==> src/rtl/unidad_riesgos_if.sv <==
// ID-stage hazard inputs and EX operand-select / stall outputs of the hazard unit.
// The slave side is the hazard unit; the master side is the surrounding pipeline.
interface unidad_riesgos_if #(
    parameter int unsigned RW    = 5,
    parameter int unsigned CNT_W = 16
);
    logic          id_valid;
    logic [RW-1:0] id_rs;
    logic [RW-1:0] id_rt;
    logic          id_usa_rs;
    logic          id_usa_rt;
    logic [RW-1:0] id_rd;
    logic          id_regwrite;
    logic          id_memread;
    logic          flush;

    logic [1:0]       sel_a;
    logic [1:0]       sel_b;
    logic             stall;
    logic             burbuja;
    logic [CNT_W-1:0] cnt_stalls;

    modport slave (
        input  id_valid, id_rs, id_rt, id_usa_rs, id_usa_rt,
        input  id_rd, id_regwrite, id_memread, flush,
        output sel_a, sel_b, stall, burbuja, cnt_stalls
    );

    modport master (
        output id_valid, id_rs, id_rt, id_usa_rs, id_usa_rt,
        output id_rd, id_regwrite, id_memread, flush,
        input  sel_a, sel_b, stall, burbuja, cnt_stalls
    );
endinterface

==> src/rtl/unidad_riesgos.sv <==
// Forwarding and load-use hazard control for a 5-stage pipeline.
// Keeps a shadow copy of the EX/MEM/WB destinations to drive the EX operand muxes.
module unidad_riesgos #(
    parameter int unsigned RW    = 5,
    parameter int unsigned CNT_W = 16
) (
    input  logic               clk,
    input  logic               reset,
    unidad_riesgos_if.slave    bus
);

    typedef struct packed {
        logic          v;
        logic [RW-1:0] rd;
        logic          rw;
        logic          mr;
    } etapa_t;

    typedef struct packed {
        etapa_t        e;
        logic [RW-1:0] rs;
        logic [RW-1:0] rt;
        logic          ua;
        logic          ub;
    } etapa_ex_t;

    etapa_ex_t        ex_q, ex_d;
    etapa_t           mem_q, mem_d;
    etapa_t           wb_q, wb_d;
    logic [CNT_W-1:0] cnt_q, cnt_d;

    logic carga_uso;
    logic stall_c;
    logic burbuja_c;

    // Register 0 is hard-wired, so a write to it is never a forwarding source.
    function automatic logic acierta(input etapa_t s, input logic [RW-1:0] x);
        return s.v && s.rw && (s.rd != '0) && (s.rd == x);
    endfunction

    // MEM holds the newer value, so it wins over WB.
    function automatic logic [1:0] selecciona(input logic          usa,
                                              input logic [RW-1:0] x,
                                              input etapa_t        m,
                                              input etapa_t        w);
        if (usa && acierta(m, x)) return 2'b10;
        if (usa && acierta(w, x)) return 2'b01;
        return 2'b00;
    endfunction

    always_comb begin
        ex_d      = '0;
        mem_d     = ex_q.e;
        wb_d      = mem_q;
        cnt_d     = cnt_q;
        carga_uso = ex_q.e.v && ex_q.e.mr && (ex_q.e.rd != '0) && bus.id_valid &&
                    ((bus.id_usa_rs && (ex_q.e.rd == bus.id_rs)) ||
                     (bus.id_usa_rt && (ex_q.e.rd == bus.id_rt)));
        // A flushed ID instruction is discarded, so it cannot need a stall.
        stall_c   = carga_uso && !bus.flush;
        burbuja_c = stall_c || bus.flush;

        if (bus.id_valid && !burbuja_c) begin
            ex_d.e.v  = 1'b1;
            ex_d.e.rd = bus.id_rd;
            ex_d.e.rw = bus.id_regwrite;
            ex_d.e.mr = bus.id_memread;
            ex_d.rs   = bus.id_rs;
            ex_d.rt   = bus.id_rt;
            ex_d.ua   = bus.id_usa_rs;
            ex_d.ub   = bus.id_usa_rt;
        end

        if (stall_c && (cnt_q != '1)) begin
            cnt_d = cnt_q + CNT_W'(1);
        end

        bus.sel_a      = selecciona(ex_q.ua, ex_q.rs, mem_q, wb_q);
        bus.sel_b      = selecciona(ex_q.ub, ex_q.rt, mem_q, wb_q);
        bus.stall      = stall_c;
        bus.burbuja    = burbuja_c;
        bus.cnt_stalls = cnt_q;
    end

    always_ff @(posedge clk) begin
        if (reset) begin
            ex_q  <= '0;
            mem_q <= '0;
            wb_q  <= '0;
            cnt_q <= '0;
        end else begin
            ex_q  <= ex_d;
            mem_q <= mem_d;
            wb_q  <= wb_d;
            cnt_q <= cnt_d;
        end
    end

endmodule

==> src/flat_wrapper.sv <==
// flat-port wrapper written by rule: the top's interface ports become plain ports
module unidad_riesgos_flat 
#(
    parameter int unsigned RW    = 5,
    parameter int unsigned CNT_W = 16
)
  (clk, reset, bus_id_valid, bus_id_rs, bus_id_rt, bus_id_usa_rs, bus_id_usa_rt, bus_id_rd, bus_id_regwrite, bus_id_memread, bus_flush, bus_sel_a, bus_sel_b, bus_stall, bus_burbuja, bus_cnt_stalls);
  unidad_riesgos_if #(.RW(RW), .CNT_W(CNT_W)) bus_i ();
  input  logic clk;
  input  logic reset;
  input wire logic [$bits(bus_i.id_valid)-1:0] bus_id_valid;
  input wire logic [$bits(bus_i.id_rs)-1:0] bus_id_rs;
  input wire logic [$bits(bus_i.id_rt)-1:0] bus_id_rt;
  input wire logic [$bits(bus_i.id_usa_rs)-1:0] bus_id_usa_rs;
  input wire logic [$bits(bus_i.id_usa_rt)-1:0] bus_id_usa_rt;
  input wire logic [$bits(bus_i.id_rd)-1:0] bus_id_rd;
  input wire logic [$bits(bus_i.id_regwrite)-1:0] bus_id_regwrite;
  input wire logic [$bits(bus_i.id_memread)-1:0] bus_id_memread;
  input wire logic [$bits(bus_i.flush)-1:0] bus_flush;
  output wire logic [$bits(bus_i.sel_a)-1:0] bus_sel_a;
  output wire logic [$bits(bus_i.sel_b)-1:0] bus_sel_b;
  output wire logic [$bits(bus_i.stall)-1:0] bus_stall;
  output wire logic [$bits(bus_i.burbuja)-1:0] bus_burbuja;
  output wire logic [$bits(bus_i.cnt_stalls)-1:0] bus_cnt_stalls;
  assign bus_i.id_valid = bus_id_valid;
  assign bus_i.id_rs = bus_id_rs;
  assign bus_i.id_rt = bus_id_rt;
  assign bus_i.id_usa_rs = bus_id_usa_rs;
  assign bus_i.id_usa_rt = bus_id_usa_rt;
  assign bus_i.id_rd = bus_id_rd;
  assign bus_i.id_regwrite = bus_id_regwrite;
  assign bus_i.id_memread = bus_id_memread;
  assign bus_i.flush = bus_flush;
  assign bus_sel_a = bus_i.sel_a;
  assign bus_sel_b = bus_i.sel_b;
  assign bus_stall = bus_i.stall;
  assign bus_burbuja = bus_i.burbuja;
  assign bus_cnt_stalls = bus_i.cnt_stalls;
  unidad_riesgos #(.RW(RW), .CNT_W(CNT_W)) u_core (.clk(clk), .reset(reset), .bus(bus_i));
endmodule
==> config.mk <==
export PLATFORM = sky130hd
export DESIGN_NAME = unidad_riesgos_flat
export DESIGN_NICKNAME = d
export VERILOG_FILES = /design/src/rtl/unidad_riesgos_if.sv /design/src/rtl/unidad_riesgos.sv /design/src/flat_wrapper.sv
export SDC_FILE = /design/constraint.sdc
export NUM_CORES = 1
export LEC_CHECK = 0
export CORE_MARGIN = 5
export CORE_UTILIZATION = 51
export DETAILED_ROUTE_END_ITERATION = 7
export PLACE_DENSITY = 0.79
export SYNTH_ARGS = -nofsm -noshare
export SYNTH_HDL_FRONTEND = slang
export SYNTH_SLANG_ARGS = --single-unit
export TNS_END_PERCENT = 5
==> constraint.sdc <==
create_clock -name clk -period 2.5 [get_ports clk]
set_input_delay 0.625 -clock clk [delete_from_list [all_inputs] [get_ports clk]]
set_output_delay 0.625 -clock clk [all_outputs]
set_load 0.02 [all_outputs]
======== Word level (Yosys, flattened, before mapping) ========
Cells that the tools add are included.
operators by class
  eq/ne operators ......................... 7
  reduce and logical (&&, ||, !) cells .... 29
  multiplexer cells ....................... 15
  bitwise logic cells ..................... 1
  add/subtract/negate cells ............... 1
operator list
  operator                                        count
  equality test 5 bit                             6
  logical AND 1 bit                               21
  2-to-1 mux 20 bit                               1
  adder 16 x 1 -> 16 bit (second input constant)  1
  2-to-1 mux 2 bit                                8
  inequality test 16 bit (second input constant)  1
  nonzero test 5 bit                              3
  2-to-1 mux 1 bit                                6
  zero test 1 bit                                 2
  logical OR 1 bit                                2
  OR reduction 2 bit                              1
  NOT 1 bit                                       1
storage, ports and cells
  register bits ........................... 50
  input port bits ......................... 23

======== Longest topological paths before layout ========
Gate-level depths: netlist of the first run.
  depth in word-level cells ............... 10
  depth in mapped cells ................... 8
  gate-level depth less buffers ........... 6

======== Worst setup path after synthesis of the first run ========
OpenSTA, ideal clock, no wires.
  path type ............................... register to output
  from .................................... register u_core.mem_q[2] in the netlist's numbering
  to ...................................... output bus_sel_a[0]
  data arrival time ....................... 1,726 ps
  slack ................................... 149 ps
  cell stages (with the launch flop) ...... 5
  cells stage by stage .................... dfxtp_1 or4_1 o211ai_1 nor3_1 nor3_1
on the way
  word-level cells in the longest chain between the ends .. 6
RTL lines
  what                    RTL line              source
  start, declared         unidad_riesgos.sv:28  etapa_t mem_q, mem_d;
  start signal, assigned  unidad_riesgos.sv:93  mem_q <= mem_d;
  nonzero test 5 bit      unidad_riesgos.sv:38  return s.v && s.rw && (s.rd != '0) && (s.rd == x);
  logical AND 1 bit       unidad_riesgos.sv:38
  logical AND 1 bit (*)   unidad_riesgos.sv:38
  logical AND 1 bit (*)   unidad_riesgos.sv:46  if (usa && acierta(m, x)) return 2'b10;
  2-to-1 mux 1 bit (*)    unidad_riesgos.sv:46
  2-to-1 mux 2 bit (*)    unidad_riesgos.sv:47  if (usa && acierta(w, x)) return 2'b01;
  end, declared           flat_wrapper.sv:20    output wire logic [$bits(bus_i.sel_a)-1:0] bus_sel_a;
Mark *: on every way between the ends. The rest lies on a longest branch, timed or not.

======== Final worst setup path of the first run ========
  from .................................... register u_core.mem_q[6] in the netlist's numbering
  to ...................................... output bus_sel_a[0]
Same word-level chain as after synthesis.

==> results.py, run 1 <==
metrics = {
    "status": {
        "status": "complete, but fails checks",
        "violations": "negative setup slack",
    },
    "clocking": {
        "cts_made_buffers": 5,
        "ctsRootBufferMaster": "clkbuf_8",
        "cts_tree": "built",
        "cts.clk_slew.worst_paths_ns": 0.09,
        "htree_levels": 2,
        "cts_hold_buffers": 0,
        "insertion_delay_ns": 0.30,
        "clk_path_buf_depth": 2,
        "cts.sinks": 50,
    },
    "finish": {
        "layout-drive-gt1-share_pct": 16.2,
        "nFillCells": 345,
        "regArea_um2": 1000,
        "antenna_cells": 0,
        "fin_nets": 320,
        "multi_input_area_um2": 1230,
        "syn_to_final_growth_pct": 30.7,
        "final_area_um2": 2990,
    },
    "floorplanning": {
        "dieArea_um2": 5920,
        "die_w_um": 76.9,
        "die_h_um": 76.9,
        "start_util_pct": 52.4,
        "core_um2": 4350,
        "fp-row-count": 24,
        "io_pins": 45,
    },
    "sta": {
        "relSlewSlack_pct": 76.9,
        "clock.fmax_mhz": 392,
        "setup_viol": 4,
        "final_hold_viol_count": 0,
        "slew_violations": 0,
        "layout_setup_ws_ns": -0.0507,
        "tightest_slew_ns": 0.344,
        "rsz0062_at_grt": "true",
        "period_minus_slack_ns": 2.55,
        "period_share_pct": 102,
        "skew_ns": 0.00374,
    },
    "power_and_ir_drop": {
        "powerDensity_nw_per_um2": 498,
        "p_leak_nw": 1.08,
        "vdd_ir_drop_max_mv": 0.301,
    },
    "synth": {
        "ys_top_cells_by_area": "dfxtp_1 (44%), xnor2_1 (8.4%), and2_1 (5.8%)",
        "synth_top_cells_by_count": "dfxtp_1 (50), xnor2_1 (22), and2_1 (21)",
        "synth_top_cell_area_share_pct": 43.8,
        "ys_ff_latch": 50,
        "yosys.area_share.xor_xnor_pct": 11.5,
        "synthArstFlopShare_pct": 0,
        "synth.yosys.seq_area_share_pct": 43.8,
        "synth_adder_area_share_pct": 0.548,
        "synth.net_count": 261,
        "synthFlopType": "dfxtp_1",
        "synthDistinctLibCells": 44,
        "synth_most_common_cell": "dfxtp_1",
        "synthSimpleGateAreaFrac_pct": 28.5,
        "synth_top_family_by_area": "simple AND/OR/NAND/NOR gates",
        "yosysWarningCount": 0,
        "avgSynthCellArea_um2": 9.63,
        "synth_compound_area_share_pct": 11.0,
        "yosysTopAreaCell": "dfxtp_1",
        "synthMuxAreaShare_pct": 1.15,
        "synth-edff-count": 0,
        "syn_area_um2": 2280,
        "syn-instance-count": 237,
    },
    "route": {
        "vias": 1867,
        "ant_nets": 0,
        "wl_per_cell_um": 14.2,
        "drc": 0,
        "dr.first_iter.drc_count": 113,
        "drt-total-wl_mm": 4.93,
        "drt-pass1-iter-count": 5,
        "drt-vias-per-instance": 5.36,
    },
    "worst_setup_path": {
        "critPathCaptureType": "output port",
        "critPathKind": "flip-flop to output port",
        "crit_path_cell_trace": "or4_4 > o211ai_1 > buf_4 > nor3_2 > nor3_1 > buf_2",
        "critPathMaxStageDelay_ns": 0.52,
        "worst_setup_path_start_kind": "flip-flop",
        "cpMaxStageDelayCell": "or4_4",
        "worstPathMaxFanout": 2,
        "cp_data_arrival_time_ns": 1.93,
        "required_ns": 1.88,
    },
    "flow_run": {
        "cap_violations": 0,
    },
    "grt": {
        "grt_util_all_layers_pct": 17.9,
        "first_global_vias": 1848,
        "grt_start_max_net_pins": 24,
        "grt_overflow": 0,
        "grt_pass1_wl_mm": 8.63,
        "antenna_found_initial": 0,
    },
    "place": {
        "hpwl_mm": 3.68,
        "io_buffers": 44,
        "gp_congestion": 0.873,
        "post_dp_cell_area_um2": 2860,
        "place_ws_ns": -0.610,
    },
    "hold_path": {
        "min_path_type": "flip-flop to flip-flop",
    },
}
[logic make-up after synthesis]
family / Yosys count
adder cells (fa/ha/maj): 1
XOR/XNOR: 30
AO/OA/AOI/OAI: 35
multiplexers: 2
buffers and inverters: 13
AND/OR/NAND/NOR: 106
flip-flops: 50
[flip-flops by register name, indices dropped and copies added, names as in the netlist]
register and flops:
u_core.wb_q 7, u_core.ex_q 20, u_core.mem_q 7, u_core.bus.cnt_stalls 16
[worst max-delay path, delay by kind of cell, from the launching register on]
family,cells,cell delay (ns)
compound gates,1,0.27
buf+inv,2,0.36
flops,1,0.33
simple gates,3,0.67
[stage by stage]
| step | total power (W) | util, % | setup TNS, ns | std cells | hold WS [ns] |
|---|---|---|---|---|---|
| 4_1_cts | 0.00150 | 68.4 | -0.224 | 348 | 0.473 |
| 5_1_grt | 0.00155 | 68.6 | -0.704 | 348 | 0.484 |
| 6_report | 0.00149 | 68.6 | -0.104 | 348 | 0.467 |
| 3_5_place_dp | 0.000953 | 65.7 | -2.21 | 340 | 0.452 |
| 3_3_place_gp | 0.000951 | 65.7 | -1.65 | 340 | 0.421 |
| 2_1_floorplan | 0.000890 | - | 0 | 237 | 0.414 |
[where the power goes]
part	internal, W	total (W)	switching, W	leakage, nW
combinational	0.0000667	0.000115	0.0000481	0.618
sequential	0.000808	0.000819	0.0000109	0.405
clock	0.000294	0.000553	0.000259	0.0542
[path summary, 6_finish.rpt]
check / startpoint / endpoint / slack, ns / depth (start not counted)
max reg2reg: u_core.bus.cnt_stalls[0] / u_core.bus.cnt_stalls[9] / 0.49 / 6
min reg2reg: u_core.ex_q[13] / u_core.mem_q[1] / 0.47 / 1
max: u_core.mem_q[6] / bus_sel_a[0] / -0.05 / 6
min: u_core.ex_q[13] / u_core.mem_q[1] / 0.47 / 1
[metal layers]
metal	global-route usage, %	share of wire (%)	routed length, µm
met1	23.3	47	2330
met4	6.12	1.4	68
met5	0	0	0
met3	4.80	4.9	242
met2	28.4	46	2290
[cell usage in the layout (no fill, tap or decap), drive strengths merged, types with 4 or more instances in the layout]
cell type and instances:
nand4 11, xnor2 22, clkdlybuf4s50 31, nor2 8, and2 21, nand2 14
nor3 4, dlygate4sd2 7, xor2 8, nor2b 15, inv 4, nor4 6
dfxtp 50, buf 22, clkbuf 5, nand3 8, a21oi 14, or4 11
o31ai 8
[timing repair]
action                                  CTS  global route
resized for setup                        42             2
endpoints found under the setup margin    6             6
pin swaps                                 8             2
setup buffers                             1             0
hold endpoints to repair                  0             0
[cell type report]
cell class	count	share of cell area, %
Sequential cell	50	33.6
Multi-Input combinational cell	174	41.1
Timing Repair Buffer	61	19.1
Inverter	4	0.503
Clock buffer	5	2.31
Tap cell	52	2.18
Clock inverter	2	1.30
Power figures use the tool's default switching activity.
==> run 2, diff against run 1 <==
--- a/config.mk
+++ b/config.mk
@@ -12,4 +12,4 @@
 export SYNTH_ARGS = -nofsm -noshare
 export SYNTH_HDL_FRONTEND = slang
 export SYNTH_SLANG_ARGS = --single-unit
-export TNS_END_PERCENT = 5
+export TNS_END_PERCENT = 1
==> constraint.sdc (replaced) <==
create_clock -name clk -period 2.5 [get_ports clk]
set_input_delay 0.625 -clock clk [delete_from_list [all_inputs] [get_ports clk]]
set_output_delay 0.625 -clock clk [all_outputs]
set_load 0.05 [all_outputs]
==> results.py, run 2 (synthesis gave the netlist of run 1 again) <==
metrics = {
    "clocking": {
        "cts_tree": "built",
        "cts.sinks": 50,
        "cts_hold_buffers": 0,
        "ctsRootBufferMaster": "clkbuf_8",
        "clk_path_buf_depth": 2,
        "insertion_delay_ns": 0.30,
        "cts_made_buffers": 5,
        "htree_levels": 2,
        "cts.clk_slew.worst_paths_ns": 0.09,
    },
    "hold_path": {
        "holdPathStages": 1,
        "min_path_type": "flip-flop to flip-flop",
        "min_from": "u_core.ex_q[13]",
        "holdPathEnd": "u_core.mem_q[1]",
    },
    "grt": {
        "grt_pass1_wl_mm": 8.87,
        "grt_util_all_layers_pct": 18.3,
        "first_global_vias": 1894,
        "grt_overflow": 0,
        "antenna_found_initial": 0,
        "grt_start_max_net_pins": 28,
    },
    "worst_setup_path": {
        "crit_buf_inv": 2,
        "cpMaxStageDelayCell": "or4_4",
        "cp_data_arrival_time_ns": 1.88,
        "crit_path_cell_trace": "or4_4 > o211ai_1 > buf_4 > nor3_2 > nor3_2 > buf_12",
        "reg2regPathDepth": 7,
        "critPathMaxStageDelay_ns": 0.50,
        "cp.depth": 6,
        "r2r_start": "u_core.ex_q[18]",
        "worstPathMaxFanout": 2,
        "required_ns": 1.88,
        "worst-r2r-setup-slack_ns": 0.40,
        "critPathKind": "flip-flop to output port",
        "worst_setup_path_start_kind": "flip-flop",
        "cpMostUsedCell": "nor3_2",
        "critPathCaptureType": "output port",
        "cp_top_family": "simple AND/OR/NAND/NOR gates",
        "r2r-end": "u_core.bus.cnt_stalls[4]",
        "crit_start": "u_core.mem_q[5]",
    },
    "power_and_ir_drop": {
        "power.share.switching_pct": 22.4,
        "p_int_w": 0.00118,
        "powerDensity_nw_per_um2": 501,
        "p_clk_share_pct": 38.2,
        "p_leak_nw": 1.08,
        "switchingPower_w": 0.000339,
        "vdd_ir_drop_max_mv": 0.385,
        "p_comb_share_pct": 7.8,
        "seq_power_share_pct": 54.0,
    },
    "route": {
        "wl_per_cell_um": 14.5,
        "drc": 0,
        "dr.first_iter.drc_count": 83,
        "ant_nets": 0,
        "drt-total-wl_mm": 5.00,
        "drt-pass1-iter-count": 4,
        "drt-vias-per-instance": 5.50,
        "vias": 1896,
    },
    "finish": {
        "largest-register": "u_core.ex_q",
        "antenna_cells": 0,
        "largest_reg_flops": 20,
        "final_area_um2": 3030,
        "syn_to_final_growth_pct": 32.5,
        "layout-drive-gt1-share_pct": 17.1,
        "final_cell_mix": "dfxtp_1 (47), clkdlybuf4s50_1 (29), xnor2_1 (22)",
        "final_common_cell": "dfxtp_1",
        "nFillCells": 336,
        "fin_nets": 316,
    },
    "sta": {
        "period_minus_slack_ns": 2.51,
        "layout_setup_ws_ns": -0.00992,
        "tightest_slew_ns": 0.498,
        "final_hold_viol_count": 0,
        "rsz0062_at_grt": "true",
        "setup_viol": 1,
        "slew_violations": 0,
        "relSlewSlack_pct": 66.7,
        "clock.fmax_mhz": 398,
        "skew_ns": 0.00652,
        "timing.hold.ws_ns": 0.440,
        "period_share_pct": 100,
    },
    "floorplanning": {
        "dieArea_um2": 5920,
        "start_util_pct": 52.4,
        "core_um2": 4350,
        "io_pins": 45,
        "fp-row-count": 24,
        "die_h_um": 76.9,
        "die_w_um": 76.9,
    },
    "flow_run": {
        "cap_violations": 0,
    },
    "place": {
        "io_buffers": 44,
        "post_dp_cell_area_um2": 2860,
        "place_ws_ns": -0.153,
        "gp_congestion": 0.817,
        "hpwl_mm": 3.68,
    },
    "status": {
        "violations": "negative setup slack",
        "status": "complete, but fails checks",
    },
}
[run 2: repair_timing]
item,4_1_cts,5_1_grt
gates resized for setup,16,0
hold endpoints to repair,0,0
endpoints found under the setup margin,5,4
buffers inserted,5,0
pin swaps,8,1
[run 2: worst max path at each step]
stage | to | slack [ns]
after detailed placement | bus_burbuja | -0.15
after CTS | bus_sel_b[0] | -0.07
after global routing | bus_sel_b[0] | -0.12
after global placement | bus_burbuja | -0.17
final | bus_sel_b[0] | -0.01
after floorplan | bus_sel_b[0] | -0.06
[run 2: through the flow]
stage | total power (W) | setup TNS [ns] | instances | util (%)
2_1_floorplan | 0.000893 | -0.0606 | 237 | -
3_3_place_gp | 0.000954 | -0.588 | 332 | 65.8
3_5_place_dp | 0.000956 | -0.718 | 332 | 65.8
4_1_cts | 0.00152 | -0.0712 | 345 | 69.5
5_1_grt | 0.00157 | -0.299 | 345 | 69.5
6_report | 0.00152 | -0.00992 | 345 | 69.5
[run 2: metal layers]
layer / GRT usage, % / vias up / part of all wire, %
li1: - / 961 / -
met1: 23.3 / 877 / 46
met2: 29.4 / 45 / 47
met3: 5.04 / 13 / 4.8
met4: 6.99 / 0 / 2.3
met5: 0 / - / 0
[run 2: worst register-to-register path, cell delays in order (launching register included)]
cell	delay, ns
dfxtp_1	0.45
xnor2_1	0.17
nand4_1	0.16
buf_4	0.16
o22a_1	0.25
buf_12	0.18
or4_1	0.50
a21oi_1	0.17
[run 2: final cells by class]
| cell class | instances | area (µm²) | share of cell area [%] |
|---|---|---|---|
| Clock buffer | 5 | 68.8 | 2.27 |
| Clock inverter | 3 | 47.5 | 1.57 |
| Inverter | 4 | 15.0 | 0.496 |
| Multi-Input combinational cell | 174 | 1250 | 41.2 |
| Sequential cell | 50 | 1010 | 33.3 |
| Tap cell | 52 | 65.1 | 2.15 |
| Timing Repair Buffer | 57 | 574 | 19.0 |
[run 2: power by group through the flow]
| stage | Combinational, W | Sequential (W) | Clock [W] |
|---|---|---|---|
| floorplan | 0.0000579 | 0.000835 | 0 |
| detailed placement | 0.000118 | 0.000838 | 0 |
| global placement | 0.000116 | 0.000838 | 0 |
| CTS | 0.000119 | 0.000818 | 0.000587 |
| global route | 0.000129 | 0.000820 | 0.000621 |
| finish | 0.000119 | 0.000818 | 0.000580 |
==> RTL edit, RTL diff (settings of run 1) <==
`RW` is set to 5 in 3 places; all go to 4.
--- a/src/rtl/unidad_riesgos_if.sv
+++ b/src/rtl/unidad_riesgos_if.sv
@@ -1,7 +1,7 @@
 // ID-stage hazard inputs and EX operand-select / stall outputs of the hazard unit.
 // The slave side is the hazard unit; the master side is the surrounding pipeline.
 interface unidad_riesgos_if #(
-    parameter int unsigned RW    = 5,
+    parameter int unsigned RW    = 4,
     parameter int unsigned CNT_W = 16
 );
     logic          id_valid;
--- a/src/rtl/unidad_riesgos.sv
+++ b/src/rtl/unidad_riesgos.sv
@@ -1,7 +1,7 @@
 // Forwarding and load-use hazard control for a 5-stage pipeline.
 // Keeps a shadow copy of the EX/MEM/WB destinations to drive the EX operand muxes.
 module unidad_riesgos #(
-    parameter int unsigned RW    = 5,
+    parameter int unsigned RW    = 4,
     parameter int unsigned CNT_W = 16
 ) (
     input  logic               clk,
--- a/src/flat_wrapper.sv
+++ b/src/flat_wrapper.sv
@@ -1,7 +1,7 @@
 // flat-port wrapper written by rule: the top's interface ports become plain ports
 module unidad_riesgos_flat 
 #(
-    parameter int unsigned RW    = 5,
+    parameter int unsigned RW    = 4,
     parameter int unsigned CNT_W = 16
 )
   (clk, reset, bus_id_valid, bus_id_rs, bus_id_rt, bus_id_usa_rs, bus_id_usa_rt, bus_id_rd, bus_id_regwrite, bus_id_memread, bus_flush, bus_sel_a, bus_sel_b, bus_stall, bus_burbuja, bus_cnt_stalls);
Interface: changed (resized bus_id_rd, bus_id_rs and bus_id_rt); port bits go from 45 to 42. The function was not compared with the original's and may differ.
==> RTL edit against run 1 <==
Worst setup slack gained 0.14 ns; maximum frequency grew 5.9%; cell area shrank 7.2%; largest power group unchanged; total power shrank 0.29%; sequential cell count shrank 5; critical path type unchanged; count of clock-buffer cells in the layout is the same; hold slack gained 0.00072 ns; synthesized area shrank 12%; routed wire length shrank 7.6%.
==> RTL edit: results (changes against run 1) <==
Crit-path slowest cell -> or4_1
Area post-placement -> 2559 um^2 (-11%)
FF+latch area -> 903.4 um^2 (-9.9%)
Largest cells by area after synthesis -> dfxtp_1 45%, xor2_1 6.5%, and2_1 5.0%
Nets@finish -> 295 (-7.8%)
GPL Wtd Cong -> 0.8022 (-8.1%)
DR WL met2 -> 2308 um (+0.92%)
Largest net degree at the start of global routing -> 18 (-25%)
Net switching power -> 0.3054 mW (-3.8%)
Multi-input gates -> 159 (-8.6%)
Vias in the first global route -> 1666 (-9.8%)
Post-synthesis sequential element count -> 45 (-10%)
DRT met1 WL -> 1982 um (-15%)
DR WL/cell -> 14.10 um (-0.40%)
Max reg flops -> 17 (-15%)
Status -> completed
First-pass GRT wire length -> 7590 um (-12%)
Port buffer count -> 41 (-6.8%)
Clock-cell share of area -> 4.831% (+1.2 points)
Clk pwr share -> 43.6% (+6.4 points)
Register area share after synthesis -> 44.67% (+0.83 points)
Signal buffers -> 56 (-8.2%)
R2r worst-path depth -> 9 (+3)
Multi-input logic portion of the cell area -> 41.04% (about the same)
Sequential share of cell area -> 32.60% (-0.97 points)
Leak -> 1.186 nW (+10%)
Synth Area in XOR/XNOR -> 8.251% (-3.3 points)
Clock skew -> 0.004086 ns (+0.0003500 ns)
Mux contribution to synthesized area -> 1.861% (+0.71 points)
Max rail drop VDD -> 0.3415 mV (+14%)
Synth Instances -> 216 (-8.9%)
Layout cells sized above 1 -> 20.00% (+3.8 points)
Total track usage -> 18.27% (+0.38 points)
Met1 Use GR -> 21.94% (-1.4 points)
Commonest cells post-synth -> 45 x dfxtp_1, 16 x and2_1, 16 x nor2b_1
Logic pwr share -> 6.8% (-0.9 points)
Complex-gate fraction of the synthesized area -> 10.98% (+0.021 points)
Met2 usage -> 31.96% (+3.5 points)
WL met3 -> 193 um (-20%)
# fillers -> 277 (-20%)
[RTL edit: cell count changes in the layout (fill, tap and decap cells not counted), moves of 7 or more]
cell and change:
dlymetal6s2s_1 +7, xnor2_1 -18, clkdlybuf4s50_1 -8, o31ai_1 -8, o21ai_0 +9
[RTL edit: path summary, 6_finish.rpt]
kind	from	end	slack, ns
worst max register to register	u_core.ex_q[12]	u_core.bus.cnt_stalls[14]	0.26
worst min register to register	u_core.ex_q[11]	u_core.mem_q[1]	0.47
worst min-delay path	u_core.ex_q[11]	u_core.mem_q[1]	0.47
worst max-delay path	u_core.mem_q[3]	bus_sel_a[1]	0.09
[RTL edit: what timing repair did]
| item | in CTS | in global routing |
|---|---|---|
| pin swaps | 8 | 9 |
| endpoints found under the setup margin | 7 | 5 |
| gates resized for setup | 34 | 23 |
| buffers inserted | 1 | 1 |
| hold endpoints to repair | 0 | 0 |
